### src/rtl/sub_mem_arbiter_pkg.sv
// Shared types and constants for the memory-port arbiter.
package sub_mem_arb_pkg;

    typedef enum logic {
        IDLE = 1'b0,
        BUSY = 1'b1
    } state_e;

    localparam logic [1:0] RESP_OKAY  = 2'b00;
    localparam logic [1:0] RESP_ERROR = 2'b01;

    // Watchdog counter width; a disabled watchdog still keeps a 1-bit counter.
    function automatic int wd_width(input int tc);
        return (tc <= 0) ? 1 : $clog2(tc + 1);
    endfunction

endpackage

### src/rtl/sub_mem_arbiter_if.sv
// Requester-side and memory-side signal bundle of the arbiter.
interface sub_mem_arbiter_if #(
    parameter int AddrWidth = 32,
    parameter int DataWidth = 32,
    parameter int NumReq    = 2
);
    logic [NumReq-1:0]           req;
    logic [NumReq*AddrWidth-1:0] req_addr;
    logic [NumReq*DataWidth-1:0] req_wData;
    logic [NumReq-1:0]           req_write;
    logic [NumReq-1:0]           done;
    logic [DataWidth-1:0]        rData;
    logic [1:0]                  resp;
    logic                        mem_sel;
    logic [AddrWidth-1:0]        mem_addr;
    logic [DataWidth-1:0]        mem_wData;
    logic                        mem_write;
    logic                        mem_readyOut;
    logic [DataWidth-1:0]        mem_rData;
    logic [1:0]                  mem_resp;

    // Arbiter side.
    modport slave (
        input  req, req_addr, req_wData, req_write, mem_readyOut, mem_rData, mem_resp,
        output done, rData, resp, mem_sel, mem_addr, mem_wData, mem_write
    );

    // Requesters plus memory model side.
    modport master (
        output req, req_addr, req_wData, req_write, mem_readyOut, mem_rData, mem_resp,
        input  done, rData, resp, mem_sel, mem_addr, mem_wData, mem_write
    );
endinterface

### src/rtl/sub_mem_arbiter_rr_priority_picker.sv
// Cyclic first-set search starting at the round-robin pointer.
module rr_priority_picker #(
    parameter int NumReq = 2,
    parameter int PtrW   = $clog2(NumReq)
) (
    input  logic [NumReq-1:0] req_i,
    input  logic [PtrW-1:0]   ptr_i,
    output logic              valid_o,
    output logic [PtrW-1:0]   idx_o
);

    // Walk offsets from far to near so the nearest set request wins.
    always_comb begin
        int          c;
        logic [PtrW-1:0] cw;
        c       = 0;
        cw      = '0;
        valid_o = 1'b0;
        idx_o   = '0;
        for (int i = NumReq - 1; i >= 0; i--) begin
            c = int'(ptr_i) + i;
            if (c >= NumReq) c = c - NumReq;
            cw = PtrW'(c);
            if (req_i[cw]) begin
                valid_o = 1'b1;
                idx_o   = cw;
            end
        end
    end

endmodule

### src/rtl/sub_mem_arbiter.sv
// Round-robin arbiter sharing one memory port, with a stall watchdog.
module sub_mem_arbiter
    import sub_mem_arb_pkg::*;
#(
    parameter int AddrWidth     = 32,
    parameter int DataWidth     = 32,
    parameter int NumReq        = 2,
    parameter int TimeoutCycles = 255
) (
    input logic               clk,
    input logic               nReset,
    sub_mem_arbiter_if.slave  bus
);

    localparam int PW = $clog2(NumReq);
    localparam int WW = wd_width(TimeoutCycles);
    localparam logic [0:0] S_IDLE = 1'(IDLE);
    localparam logic [0:0] S_BUSY = 1'(BUSY);
    // Watchdog value during the last allowed BUSY cycle.
    localparam logic [WW-1:0] WD_LAST = WW'(TimeoutCycles - 1);

    logic [0:0]           state_q, state_d;
    logic [PW-1:0]        ptr_q, ptr_d;
    logic [PW-1:0]        idx_q, idx_d;
    logic [NumReq-1:0]    done_q, done_d;
    logic [DataWidth-1:0] rdata_q, rdata_d;
    logic [1:0]           resp_q, resp_d;
    logic                 sel_q, sel_d;
    logic [AddrWidth-1:0] addr_q, addr_d;
    logic [DataWidth-1:0] wdata_q, wdata_d;
    logic                 write_q, write_d;
    logic [WW-1:0]        wd_q, wd_d;

    logic          pick_vld;
    logic [PW-1:0] pick_idx;
    logic [PW-1:0] ptr_nxt;
    logic          timeout;

    rr_priority_picker #(.NumReq(NumReq), .PtrW(PW)) u_pick (
        .req_i   (bus.req),
        .ptr_i   (ptr_q),
        .valid_o (pick_vld),
        .idx_o   (pick_idx)
    );

    assign ptr_nxt = (idx_q == PW'(NumReq - 1)) ? '0 : idx_q + PW'(1);
    assign timeout = (TimeoutCycles != 0) && (wd_q >= WD_LAST);

    // Grant in IDLE, hold the latched request in BUSY, finish on ready or watchdog.
    always_comb begin
        state_d = state_q;
        ptr_d   = ptr_q;
        idx_d   = idx_q;
        done_d  = '0;
        rdata_d = rdata_q;
        resp_d  = resp_q;
        sel_d   = sel_q;
        addr_d  = addr_q;
        wdata_d = wdata_q;
        write_d = write_q;
        wd_d    = wd_q;
        case (state_q)
            S_IDLE: begin
                if (pick_vld) begin
                    idx_d   = pick_idx;
                    addr_d  = bus.req_addr[pick_idx*AddrWidth +: AddrWidth];
                    wdata_d = bus.req_wData[pick_idx*DataWidth +: DataWidth];
                    write_d = bus.req_write[pick_idx];
                    sel_d   = 1'b1;
                    wd_d    = '0;
                    state_d = S_BUSY;
                end
            end
            S_BUSY: begin
                if (bus.mem_readyOut) begin
                    done_d[idx_q] = 1'b1;
                    rdata_d = bus.mem_rData;
                    resp_d  = bus.mem_resp;
                    sel_d   = 1'b0;
                    ptr_d   = ptr_nxt;
                    state_d = S_IDLE;
                end else if (timeout) begin
                    done_d[idx_q] = 1'b1;
                    rdata_d = '0;
                    resp_d  = RESP_ERROR;
                    sel_d   = 1'b0;
                    ptr_d   = ptr_nxt;
                    state_d = S_IDLE;
                end else if (wd_q != '1) begin
                    wd_d = wd_q + WW'(1);
                end
            end
            default: state_d = S_IDLE;
        endcase
    end

    // State and output registers.
    always_ff @(posedge clk or negedge nReset) begin
        if (!nReset) begin
            state_q <= S_IDLE;
            ptr_q   <= '0;
            idx_q   <= '0;
            done_q  <= '0;
            rdata_q <= '0;
            resp_q  <= RESP_OKAY;
            sel_q   <= 1'b0;
            addr_q  <= '0;
            wdata_q <= '0;
            write_q <= 1'b0;
            wd_q    <= '0;
        end else begin
            state_q <= state_d;
            ptr_q   <= ptr_d;
            idx_q   <= idx_d;
            done_q  <= done_d;
            rdata_q <= rdata_d;
            resp_q  <= resp_d;
            sel_q   <= sel_d;
            addr_q  <= addr_d;
            wdata_q <= wdata_d;
            write_q <= write_d;
            wd_q    <= wd_d;
        end
    end

    assign bus.done      = done_q;
    assign bus.rData     = rdata_q;
    assign bus.resp      = resp_q;
    assign bus.mem_sel   = sel_q;
    assign bus.mem_addr  = addr_q;
    assign bus.mem_wData = wdata_q;
    assign bus.mem_write = write_q;

endmodule
### src/flat_wrapper.sv
// flat-port wrapper written by rule: the top's interface ports become plain ports
module sub_mem_arbiter_flat import sub_mem_arb_pkg::*;
#(
    parameter int AddrWidth     = 32,
    parameter int DataWidth     = 32,
    parameter int NumReq        = 2,
    parameter int TimeoutCycles = 255
)
  (clk, nReset, bus_req, bus_req_addr, bus_req_wData, bus_req_write, bus_mem_readyOut, bus_mem_rData, bus_mem_resp, bus_done, bus_rData, bus_resp, bus_mem_sel, bus_mem_addr, bus_mem_wData, bus_mem_write);
  sub_mem_arbiter_if #(.AddrWidth(AddrWidth), .DataWidth(DataWidth), .NumReq(NumReq)) bus_i ();
  input logic clk;
  input logic nReset;
  input wire logic [$bits(bus_i.req)-1:0] bus_req;
  input wire logic [$bits(bus_i.req_addr)-1:0] bus_req_addr;
  input wire logic [$bits(bus_i.req_wData)-1:0] bus_req_wData;
  input wire logic [$bits(bus_i.req_write)-1:0] bus_req_write;
  input wire logic [$bits(bus_i.mem_readyOut)-1:0] bus_mem_readyOut;
  input wire logic [$bits(bus_i.mem_rData)-1:0] bus_mem_rData;
  input wire logic [$bits(bus_i.mem_resp)-1:0] bus_mem_resp;
  output wire logic [$bits(bus_i.done)-1:0] bus_done;
  output wire logic [$bits(bus_i.rData)-1:0] bus_rData;
  output wire logic [$bits(bus_i.resp)-1:0] bus_resp;
  output wire logic [$bits(bus_i.mem_sel)-1:0] bus_mem_sel;
  output wire logic [$bits(bus_i.mem_addr)-1:0] bus_mem_addr;
  output wire logic [$bits(bus_i.mem_wData)-1:0] bus_mem_wData;
  output wire logic [$bits(bus_i.mem_write)-1:0] bus_mem_write;
  assign bus_i.req = bus_req;
  assign bus_i.req_addr = bus_req_addr;
  assign bus_i.req_wData = bus_req_wData;
  assign bus_i.req_write = bus_req_write;
  assign bus_i.mem_readyOut = bus_mem_readyOut;
  assign bus_i.mem_rData = bus_mem_rData;
  assign bus_i.mem_resp = bus_mem_resp;
  assign bus_done = bus_i.done;
  assign bus_rData = bus_i.rData;
  assign bus_resp = bus_i.resp;
  assign bus_mem_sel = bus_i.mem_sel;
  assign bus_mem_addr = bus_i.mem_addr;
  assign bus_mem_wData = bus_i.mem_wData;
  assign bus_mem_write = bus_i.mem_write;
  sub_mem_arbiter #(.AddrWidth(AddrWidth), .DataWidth(DataWidth), .NumReq(NumReq), .TimeoutCycles(TimeoutCycles)) u_core (.clk(clk), .nReset(nReset), .bus(bus_i));
endmodule
### config.mk
export PLATFORM = sky130hd
export DESIGN_NAME = sub_mem_arbiter_flat
export DESIGN_NICKNAME = d
export VERILOG_FILES = /design/src/rtl/sub_mem_arbiter_pkg.sv /design/src/rtl/sub_mem_arbiter_if.sv /design/src/rtl/sub_mem_arbiter_rr_priority_picker.sv /design/src/rtl/sub_mem_arbiter.sv /design/src/flat_wrapper.sv
export SDC_FILE = /design/constraint.sdc
export NUM_CORES = 1
export LEC_CHECK = 0
export ABC_AREA = 1
export BUFFER_PORTS_ARGS = -buffer_cell sky130_fd_sc_hd__clkbuf_2
export CELL_PAD_IN_SITES_DETAIL_PLACEMENT = 0
export CELL_PAD_IN_SITES_GLOBAL_PLACEMENT = 1
export CORE_MARGIN = 5
export CORE_UTILIZATION = 32
export CTS_CLUSTER_DIAMETER = 200
export DETAILED_ROUTE_END_ITERATION = 8
export GPL_TIMING_DRIVEN = 0
export PLACE_DENSITY = 0.77
export SETUP_SLACK_MARGIN = 0.5
export SKIP_LAST_GASP = 1
export SLEW_MARGIN = 15
export SYNTH_ARGS = -nofsm -noshare
export SYNTH_HDL_FRONTEND = slang
export SYNTH_SLANG_ARGS = --single-unit
### constraint.sdc
create_clock -name clk -period 1.5 [get_ports clk]
set_input_delay 0 -clock clk [delete_from_list [all_inputs] [get_ports clk]]
set_output_delay 0 -clock clk [all_outputs]
set_load 0.02 [all_outputs]
# [Yosys cells after proc, flatten, opt, wreduce, memory -nomap -nowiden]
# Cells that the tools add are included.
[word_totals] regBits=113 latch_bits=0 ramBits=0 romBits=0 input_bits=169 wordCells=76 memories=0
[op_classes] addsub=5 n_mul=0 n_div=0 n_lt_le_gt_ge=8 n_eq_ne=6 shift=2 n_mux=37 bitwise_logic=1 reduce_logical=6
[op_table] cell="64-bit by 7-bit indexed part select with 32-bit output" n=2
[op_table] cell="32-bit two-way mux" n=2
[op_table] cell="8-bit two-way mux" n=4
[op_table] cell="1-bit two-way mux" n=22
[op_table] cell="8-bit one-hot mux with 2 select lines" n=1
[op_table] cell="2-bit two-way mux" n=5
[op_table] cell="8-bit by 1-bit adder with 8-bit output, second input constant" n=1
[op_table] cell="8-bit >= comparator, second input constant" n=1
[op_table] cell="1-bit by 2-bit < comparator with 1-bit output, second input constant" n=4
[op_table] cell="8-bit != test, second input constant" n=1
[op_table] cell="2-bit != test, second input constant" n=3
[op_table] cell="2-bit AND reduction" n=3
[op_table] cell="1-bit one-hot mux with 2 select lines" n=2
[op_table] cell="4-bit AND reduction" n=1
[op_table] cell="3-bit != test, second input constant" n=1
[op_table] cell="1-bit by 1-bit adder with 2-bit output, second input constant" n=1
[op_table] cell="1-bit by 2-bit >= comparator with 1-bit output, second input constant" n=1
[op_table] cell="2-bit >= comparator, second input constant" n=1
[op_table] cell="2-bit by 1-bit != test with 1-bit output, second input constant" n=1
[op_table] cell="2-bit nonzero test" n=1
[op_table] cell="1-bit subtractor, second input constant" n=2
[op_table] cell="1-bit adder, second input constant" n=1
[op_table] cell="1-bit demux with 1-bit select" n=1
[op_table] cell="1-bit >= comparator, second input constant" n=1
[op_table] cell="2 further kinds" n=2

# [Logic depth before layout (Yosys ltp)]
# Gate-level depths: netlist of the first run.
[depth] word_depth=9 ltp_mapped=10 mapped_depth_nobuf=9

# [Modules after synthesis]
# Synthesis of the first run repeated with hierarchy kept, for this count alone.
[unflattened] hier_cells=601 hier_area_um2=4994.8
[by_module_without_submodules] mod="sub_mem_arbiter" n_inst=1 cells_per_inst=597 area_each_um2=4976.0 seq_area_each_um2=2827.7
[by_module_without_submodules] mod="rr_priority_picker" n_inst=1 cells_per_inst=4 area_each_um2=18.8 seq_area_each_um2=0.0

# [Worst setup path after synthesis of the first run]
# Ideal clock, no wire load.
[synth_path] path_type="reg2reg" from="register u_core.wd_q[0]" to="register u_core.wd_q[4]" setup_ns=0.121 t_arrival_ns=1.207 path_slack_ns=0.173 path_stages_with_launch=9 path_cell_list="dfrtp_1 -> ha_1 -> inv_1 -> nor2_1 -> nand3_1 -> nand3_2 -> buf_4 -> nand2_1 -> o21ai_1"
[synth_between] elab_chain_cells=5
[synth_rtl] item="from (decl)" line="sub_mem_arbiter.sv:32" source="logic [WW-1:0] wd_q, wd_d;"
[synth_rtl] item="from (signal assigned)" line="sub_mem_arbiter.sv:122" source="wd_q <= wd_d;"
[synth_rtl] item="8-bit by 1-bit adder with 8-bit output" line="sub_mem_arbiter.sv:90" source="wd_d = wd_q + WW'(1);"
[synth_rtl] item="8-bit two-way mux" line="sub_mem_arbiter.sv:89" source="end else if (wd_q != '1) begin"
[synth_rtl] item="8-bit two-way mux" line="sub_mem_arbiter.sv:82" source="end else if (timeout) begin"
[synth_rtl] item="8-bit two-way mux" line="sub_mem_arbiter.sv:75" source="if (bus.mem_readyOut) begin"
[synth_rtl] item="8-bit one-hot mux with 2 select lines" line="sub_mem_arbiter.sv:62" source="case (state_q)"
# Parallel ways exist; a longest one is shown, timed or not. The select of a mux whose other input is x is not followed.
# A chain may end at the register's enable or synchronous reset.

# [Worst setup path in the final report of the first run]
[layout_path] from="register u_core.wd_q[0]" to="register u_core.rdata_q[17] (netlist: u_core.bus.rData[17])"
[layout_between] elab_chain_cells=3
[layout_rtl] item="8-bit >= comparator" line="sub_mem_arbiter.sv:47" source="assign timeout = (TimeoutCycles != 0) && (wd_q >= WD_LAST);"
[layout_rtl] item="2-bit nonzero test (no source line)"
[layout_rtl] item="2-bit AND reduction (no source line)"
[layout_rtl] item="to (signal assigned)" line="sub_mem_arbiter.sv:116" source="rdata_q <= rdata_d;"
[layout_rtl] item="to (decl)" line="sub_mem_arbiter.sv:26" source="logic [DataWidth-1:0] rdata_q, rdata_d;"
# No other way between the ends.

==> results.md, run 1 <==
* Status: completed
* CTS Buffer Depth at 2
* GP Congestion at 0.825
* Routed WL at 23.3 mm
* Reg2reg path depth at 9
* Most frequent cells in the layout: clkbuf_2, dlygate4sd3_1, dfrtp_1, nand2_1, nand3_1
* Util after Layout at 0.666
* DR pass1 iterations at 5
* Total of max-cap violations at 0
* LEAKAGE at 5.37 nW
* Avg Cell Area, Syn at 8.59 µm²
* Cell count after synthesis at 617
* Vias in the first global route at 6977
* Yosys warnings at 0
* Slew HR at 0.621
* Seq/Total Area, Yosys at 0.533
* First-pass GRT wire length at 35.8 mm
* CORE AREA at 16400 µm²
* RSZ-0062 raised after global routing: true
* Final cycle utilization of the critical path at 0.970
* Ant diodes at 0
* Mapped cell area at 5300 µm²
* Final hold vios at 0
* Power Density at 1200 nW/µm²
* CP max FO at 8
* Reg-to-reg setup timing slack at 0.05 ns
* Vias at 6706
* Worst reg2reg endpoint: u_core.bus.rData[17]
* Largest net degree at the start of global routing at 64
* Adder-Cell Fraction of Synth Area at 0.00472
* Post-layout min period at 1.45 ns
* Final Max Slew Viols at 0
* Worst skew pair latency at 0.41 ns
* CP Launch Type: flop
* Number of antenna violations at the first check in global routing at 0
* Die Ht at 139 µm
* Die width at 139 µm
* Io pins at 271
* Final Power at 13.1 mW
* Fmax at 0.687 GHz
* CTS Sinks at 113
* CP endpoint kind: flop
* Setup Skew at 0.00697 ns
* Kind of critical path: flop to flop
* Share of cells above drive strength 1 at 0.470
* GRT overflow at 0
* IO buf count at 270
* Clock buffer count from CTS at 17
* Seq cells post-synth at 113
* # setup viols final at 0
* CP arrival at 1.75 ns
* Commonest non-fill, non-tap cell in the layout: clkbuf_2
* Synth Area in Simple Gates at 0.190
* Nets at 1281
* CTS tree: built
* Worst-Margin Slew at 0.568 ns
* Clock transition at the registers of the reported paths at 0.06 ns
* Initial DRC Count at 255
* Routed len/inst at 17.4 µm
* CTS H-tree lvls at 4
* Synth cell types at 21
* Drt drc at 0
* Post-synthesis mux area share at 0
* Vias per cell at 4.99
* Worst path required time at 1.80 ns
* Syn_nets at 788
* # rows at 47
* Largest family of logic cells by synthesized area: simple AND/OR/NAND/NOR gates
* Root Buffer: clkbuf_16
* Total die area at 19200 µm²
* Hold Crit Class: primary input to async pin
* Synth Area in XOR/XNOR at 0
* Maximum vdd drop at 749 µV
* Fin Setup TNS at 0 ns
* Synth Area in Compound Gates at 0.171
* Initial core utilization at 0.323
* GR Util All Layers at 0.227
* Final HPWL DP at 13.8 mm
* Area delta synth->final at 106%
* Post-DRT Antenna Nets at 0
* R2R Path Start: u_core.wd_q[0]
## layout make-up
class                      count  area, µm²
timing repair buffer         474       3650
inverter                      80        303
sequential                   113       2830
clock inverter                13        153
tap                          220        275
clock buffer                  19        443
buffer                        47        557
fill                        1209       5480
multi-input combinational    377       2710
## critical path, cell delays in order, from the launching register on
cell and delay (ns):
dfrtp_2 0.43, inv_2 0.08, ha_4 0.12, nor2_2 0.03, nor2_2 0.12, nand2_2 0.11
buf_12 0.18, clkbuf_16 0.15, nand3_2 0.05, nand2_1 0.06
## layer usage
layer,wire length (µm),part of all wire,up-vias,GRT usage
met5,0,0,-,0
met4,942,0.040,0,0.0947
met3,1950,0.084,84,0.0717
met2,11500,0.49,344,0.389
met1,8940,0.38,3212,0.264
li1,-,-,3066,-
## worst max-delay path by stage
stage	from	depth (start not counted)	endpoint	slack, ns
2_1_floorplan	u_core.wd_q[0]	9	u_core.wd_q[4]	0.22
4_1_cts	u_core.wd_q[0]	9	u_core.bus.rData[16]	0.09
3_3_place_gp	nReset	1	u_core.bus.mem_addr[29]	-1.43
3_5_place_dp	u_core.state_q	7	u_core.wd_q[4]	0.02
6_report	u_core.wd_q[0]	9	u_core.bus.rData[17]	0.05
5_1_grt	u_core.wd_q[0]	9	u_core.bus.rData[19]	-0.02
## kinds of logic (layout without fill, tap and decap cells)
| logic type | after synthesis | after routing |
|---|---|---|
| adder cells (fa/ha/maj) | 2 | 2 |
| AND/OR/NAND/NOR | 229 | 229 |
| buffers and inverters | 127 | 633 |
| flip-flops | 113 | 113 |
| AO/OA/AOI/OAI | 146 | 146 |
## registers in the layout, indices dropped and copies added (netlist names)
register / cells
u_core.bus.mem_addr: 32
u_core.bus.mem_wData: 32
u_core.bus.rData: 32
u_core.wd_q: 8
u_core.bus.done: 2
u_core.bus.resp: 2
u_core.bus.mem_sel: 1
u_core.bus.mem_write: 1
u_core.idx_q: 1
u_core.ptr_q: 1
u_core.state_q: 1
## report_power, final
part           internal, mW  leakage, nW  switching, mW
clock                  2.52        0.281           1.58
sequential             3.70         1.32          0.447
combinational          2.19         3.77           2.63
total                  8.41         5.37           4.66
## cells in the mapped netlist
library cell / n / share of area
a21oi_2: 2 / 0.0033
inv_2: 1 / 0.00071
buf_1: 1 / 0.00071
buf_2: 15 / 0.014
or2_2: 1 / 0.0012
ha_1: 2 / 0.0047
clkbuf_1: 24 / 0.017
nand3_2: 1 / 0.0019
o21ai_1: 6 / 0.0057
o21ai_2: 1 / 0.0017
a22oi_1: 65 / 0.092
a21oi_1: 68 / 0.064
nor2_1: 16 / 0.011
dfrtp_1: 113 / 0.53
nand3_1: 108 / 0.10
buf_4: 3 / 0.0042
nand2_1: 101 / 0.071
o21ai_0: 4 / 0.0038
nand2_2: 2 / 0.0024
buf_6: 4 / 0.0085
inv_1: 79 / 0.056
## through the flow
stage          hold slack, ns  instance area, µm²  cells  worst slack (ns)
2_1_floorplan          -0.296                5570    617             0.219
3_3_place_gp            0.203                7200   1107             -1.43
3_5_place_dp          -0.0117                7230   1108            0.0222
4_1_cts                 0.113               10300   1332            0.0943
5_1_grt                 0.155               10900   1343           -0.0208
6_report                0.106               10900   1343            0.0452
## timing repair
action	CTS	global route
gates cloned	11	4
setup endpoints to repair	116	135
hold endpoints to repair	213	0
gates resized for setup	108	141
hold buffers	167	0
pin swaps	18	28
setup buffers	14	7
Power figures use the tool's default switching activity.
==> run 2, diff against run 1 <==
Settings changed: CORE_UTILIZATION 32 to 33, CTS_BUF_LIST from default to sky130_fd_sc_hd__clkbuf_8, PLACE_DENSITY 0.77 to 0.79.
==> run 2 against run 1 <==
Net effect: the flow now finishes with violations (hold timing); routed wire length increased by 10%; count of clock-buffer cells in the layout shrank 1; combinational power up 20%; non-clock buffer count is 42 higher; worst setup slack worse by 0.017 ns; sequential power is 3% higher; global-route usage is 0.90 points higher; utilization rose by 5.4 points; first-iteration DRC count grew 3.1%; fmax is 1.2% lower; critical path depth rose by 1; highest routed layer unchanged.
==> results.md, run 2 (synthesis gave the netlist of run 1 again) <==
* Status: complete, but fails checks
* Failing checks: hold timing
* CTS Buffer Depth at 2
* Maximum vdd drop at 731 µV
* Nets at 1323
* Routed WL at 25.6 mm
* Final hold vios at 13
* Clock buffer count from CTS at 17
* Post-DRT Antenna Nets at 0
* DR pass1 iterations at 5
* Worst setup margin at 0.0281 ns
* First-pass GRT wire length at 34.8 mm
* Drt drc at 0
* Util after Layout at 0.720
* Area delta synth->final at 115%
* Number of antenna violations at the first check in global routing at 1
* Initial DRC Count at 263
* Kind of critical path: flop to flop
* Sequential share of power at 0.331
* CTS Sinks at 113
* Sw power at 4.64 mW
* Final Max Slew Viols at 0
* CTS tree: built
* Die Ht at 137 µm
* Most frequent cells in the layout: dlygate4sd3_1, clkbuf_2, dfrtp_1, nand3_1, nand2_1
* RSZ-0062 raised after global routing: true
* Final Power at 12.9 mW
* LEAKAGE at 5.60 nW
* Design area at 11400 µm²
* Hold Crit Class: primary input to async pin
* Final hold slack at -0.0104 ns
* Io pins at 271
* Worst path required time at 1.83 ns
* Fin cells at 1381
* # setup viols final at 0
* Fmax at 0.679 GHz
* Total die area at 18700 µm²
* Initial core utilization at 0.335
* Vias in the first global route at 6921
* # rows at 46
* IO buf count at 270
* CORE AREA at 15800 µm²
* Placed cell area at 7230 µm²
* Slew HR at 0.669
* Largest net degree at the start of global routing at 85
* GR Util All Layers at 0.236
* Worst skew pair latency at 0.45 ns
* Setup Skew at 0.0175 ns
* Combinational power share at 0.451
* CP endpoint kind: flop
* Routed len/inst at 18.6 µm
* Total of max-cap violations at 0
* GRT overflow at 0
* Root Buffer: clkbuf_8
* Power Density at 1130 nW/µm²
* GP Congestion at 0.773
* Vias per cell at 5.00
* Clock transition at the registers of the reported paths at 0.08 ns
* Pre-CTS setup slack at 0.0330 ns
* CTS H-tree lvls at 4
* Commonest non-fill, non-tap cell in the layout: dlygate4sd3_1
* Fill count at 1066
* Final cycle utilization of the critical path at 0.981
* Placed cell count at 1104
* Share of cells above drive strength 1 at 0.465
* Final HPWL DP at 14.1 mm
* Post-layout min period at 1.47 ns
* CP Launch Type: flop
* Int Pwr at 8.23 mW
* Vias at 6899
* Die width at 137 µm
* CP max FO at 4
* Clock Power Share at 0.218
* Worst-Margin Slew at 0.496 ns
* CP arrival at 1.80 ns
* Net switching fraction of the power at 0.360
-- run 2: repair_timing --
action | 4_1_cts | 5_1_grt
pin swaps | 2 | 10
hold buffers | 167 | 3
cloned | 4 | 6
endpoints found under the setup margin | 213 | 215
endpoints found under the hold margin | 213 | 1
setup buffers | 30 | 35
resized for setup | 126 | 320
-- run 2: path summary, 6_finish.rpt --
check	from	to	slack, ns	cells past startpoint
max in group asynchronous	nReset	u_core.bus.rData[18]	0.56	3
setup / recovery	u_core.wd_q[0]	u_core.wd_q[0]	0.03	10
min in group clk	bus_req[1]	u_core.bus.mem_addr[31]	0.14	4
hold reg to reg	u_core.idx_q	u_core.idx_q	0.50	2
setup reg to reg	u_core.wd_q[0]	u_core.wd_q[0]	0.03	10
hold / removal	nReset	u_core.bus.mem_sel	-0.01	2
-- run 2: area by class of cell --
cell class / count / area (µm²) / share of cell area
antenna: 2 / 5.00 / 0.000439
buffer: 47 / 502 / 0.0440
clock buffer: 18 / 248 / 0.0217
clock inverter: 12 / 120 / 0.0105
inverter: 80 / 308 / 0.0270
multi-input combinational: 377 / 2570 / 0.225
sequential: 113 / 2830 / 0.248
tap: 216 / 270 / 0.0237
timing repair buffer: 516 / 4550 / 0.399
-- run 2: critical path, stage by stage (launching register included) --
cell	delay, ns
dfrtp_1	0.42
buf_6	0.13
buf_6	0.11
ha_4	0.16
inv_4	0.06
nor2_4	0.04
nand3_4	0.07
nand3_4	0.10
buf_4	0.16
nand2_1	0.05
o21ai_1	0.06
-- run 2: metal layers --
metal	vias up	GRT usage	routed length, µm
li1	3150	-	-
met1	3306	0.268	9280
met2	369	0.408	13100
met3	74	0.0923	2380
met4	0	0.0789	914
met5	-	0	0
-- run 2: stage by stage --
stage	hold WS, ns	TNS (ns)
final	-0.0104	0
after global placement	0.205	-157.19
after global routing	-0.0137	-0.769
after CTS	-0.00417	0
after floorplan	-0.296	0
after detailed placement	-0.0933	0
-- run 2: power groups by stage --
| stage | Sequential, mW | Clock, mW | Combinational (mW) |
|---|---|---|---|
| finish | 4.26 | 2.81 | 5.80 |
| global route | 4.32 | 3.01 | 6.15 |
| floorplan | 4.82 | 0 | 1.30 |
| global placement | 4.11 | 0 | 3.36 |
| CTS | 4.10 | 2.86 | 4.44 |
| detailed placement | 4.11 | 0 | 3.38 |
==> run 3, diff against run 2 <==
Settings changed: PLACE_DENSITY 0.79 to default, PLACE_DENSITY_LB_ADDON from default to 0.1.
==> run 3 against run 2 <==
Net effect: clock skew down 0.0021 ns; worst hold slack better by 0.10 ns; fmax down 0.41%; worst setup slack worse by 0.0060 ns; the flow now finishes without violations; first-iteration DRC count down 8.0%; clock power up 12%; combinational power up 4.0%; largest power group unchanged; utilization up 2.7 points; global-route usage about the same; count of clock-buffer cells in the layout unchanged; routed wire length down 3.2%.
==> results.md, run 3 (synthesis gave the netlist of run 1 again) <==
* Clock transition at the registers of the reported paths at 0.07 ns
* GP Congestion at 0.796
* Crit path launch: u_core.wd_q[0]
* R2R Path Start: u_core.wd_q[0]
* CP arrival at 1.79 ns
* Reg2reg path depth at 9
* Maximum vdd drop at 624 µV
* Post-layout min period at 1.48 ns
* Setup Skew at 0.0154 ns
* CP endpoint kind: flop
* RSZ-0062 raised after global routing: true
* Reg-to-reg setup timing slack at 0.02 ns
* Fmax at 0.677 GHz
* Final hold slack at 0.0896 ns
* GR Util All Layers at 0.237
* Fin cells at 1391
* Share of cells above drive strength 1 at 0.494
* Fin Setup TNS at 0 ns
* Placed cell count at 1104
* Vias at 6797
* Total of max-cap violations at 0
* Clock buffer count from CTS at 17
* Die Ht at 137 µm
* Root Buffer: clkbuf_8
* Routed WL at 24.8 mm
* GRT overflow at 0
* Nets at 1332
* Initial core utilization at 0.335
* Hold Crit Class: primary input to async pin
* Io pins at 271
* Area delta synth->final at 123%
* CTS Buffer Depth at 2
* Fill count at 1047
* Routed len/inst at 17.8 µm
* Vias per cell at 4.89
* Final hold vios at 0
* CP max FO at 6
* CTS H-tree lvls at 4
* Final Max Slew Viols at 0
* LEAKAGE at 5.75 nW
* Most frequent cells in the layout: clkbuf_2, dlygate4sd3_1, dfrtp_1, nand3_1, nand2_1
* IO buf count at 270
* Worst path required time at 1.81 ns
* Util after Layout at 0.747
* Die width at 137 µm
* Vias in the first global route at 7065
* Slew HR at 0.595
* CTS tree: built
* Initial DRC Count at 242
* Final HPWL DP at 14.1 mm
* Drt drc at 0
* CORE AREA at 15800 µm²
* Status: completed
* Total die area at 18700 µm²
* DR pass1 iterations at 5
* CP Launch Type: flop
* Worst skew pair latency at 0.44 ns
* Commonest non-fill, non-tap cell in the layout: clkbuf_2
* Worst-Margin Slew at 0.608 ns
* Worst reg2reg endpoint: u_core.bus.rData[24]
* First-pass GRT wire length at 35.0 mm
* Final cycle utilization of the critical path at 0.985
* CTS Sinks at 113
* Final Power at 13.4 mW
* Kind of critical path: flop to flop
* # setup viols final at 0
* Power Density at 1130 nW/µm²
* Largest net degree at the start of global routing at 59
* # rows at 46
* Number of antenna violations at the first check in global routing at 1
* Post-DRT Antenna Nets at 0
## run 3: how the worst max path moves through the flow
stage | to | slack [ns] | cells past startpoint
global placement | u_core.bus.mem_wData[0] | -1.35 | 1
detailed placement | u_core.wd_q[6] | 0.03 | 10
CTS | u_core.bus.rData[28] | 0.11 | 8
global route | u_core.bus.rData[24] | -0.03 | 9
finish | u_core.bus.rData[24] | 0.02 | 9
floorplan | u_core.wd_q[4] | 0.22 | 9
## run 3: layer usage
layer	vias up	global-route usage	wire length, µm
li1	3175	-	-
met1	3263	0.266	8920
met2	287	0.428	13100
met3	72	0.0599	1870
met4	0	0.0929	918
met5	-	0	0
## run 3: layout make-up
| type | count | area (µm²) | area share |
|---|---|---|---|
| Sequential cell | 113 | 2830 | 0.239 |
| Timing Repair Buffer | 525 | 4720 | 0.399 |
| Tap cell | 216 | 270 | 0.0229 |
| Inverter | 80 | 305 | 0.0258 |
| Clock inverter | 14 | 180 | 0.0152 |
| Buffer | 47 | 558 | 0.0472 |
| Antenna cell | 1 | 2.50 | 0.000212 |
| Multi-Input combinational cell | 377 | 2710 | 0.229 |
| Clock buffer | 18 | 248 | 0.0210 |
## run 3: critical path, stage by stage, from the launching register on
cell and delay [ns]:
dfrtp_1 0.42, inv_2 0.10, ha_4 0.13, nor2_2 0.04, nor2_2 0.11, nand2_2 0.10
buf_8 0.16, clkbuf_16 0.15, nand3_1 0.06, nand2_1 0.09
## run 3: power breakdown
part	internal (mW)	switching (mW)
Clock	1.71	1.43
Combinational	3.23	2.79
Sequential	3.69	0.556
Total	8.64	4.78
## run 3: through the flow
stage | area [µm²] | setup slack (ns)
CTS | 10800 | 0.105
finish | 11800 | 0.0221
global route | 11800 | -0.0310
floorplan | 5570 | 0.219
detailed placement | 7230 | 0.0280
global placement | 7190 | -1.35
## run 3: repair_timing
action	4_1_cts	5_1_grt
resized for setup	201	286
hold buffers	167	0
endpoints found under the setup margin	197	215
endpoints found under the hold margin	213	0
gates cloned	11	2
buffers inserted	37	37
pin swaps	17	12
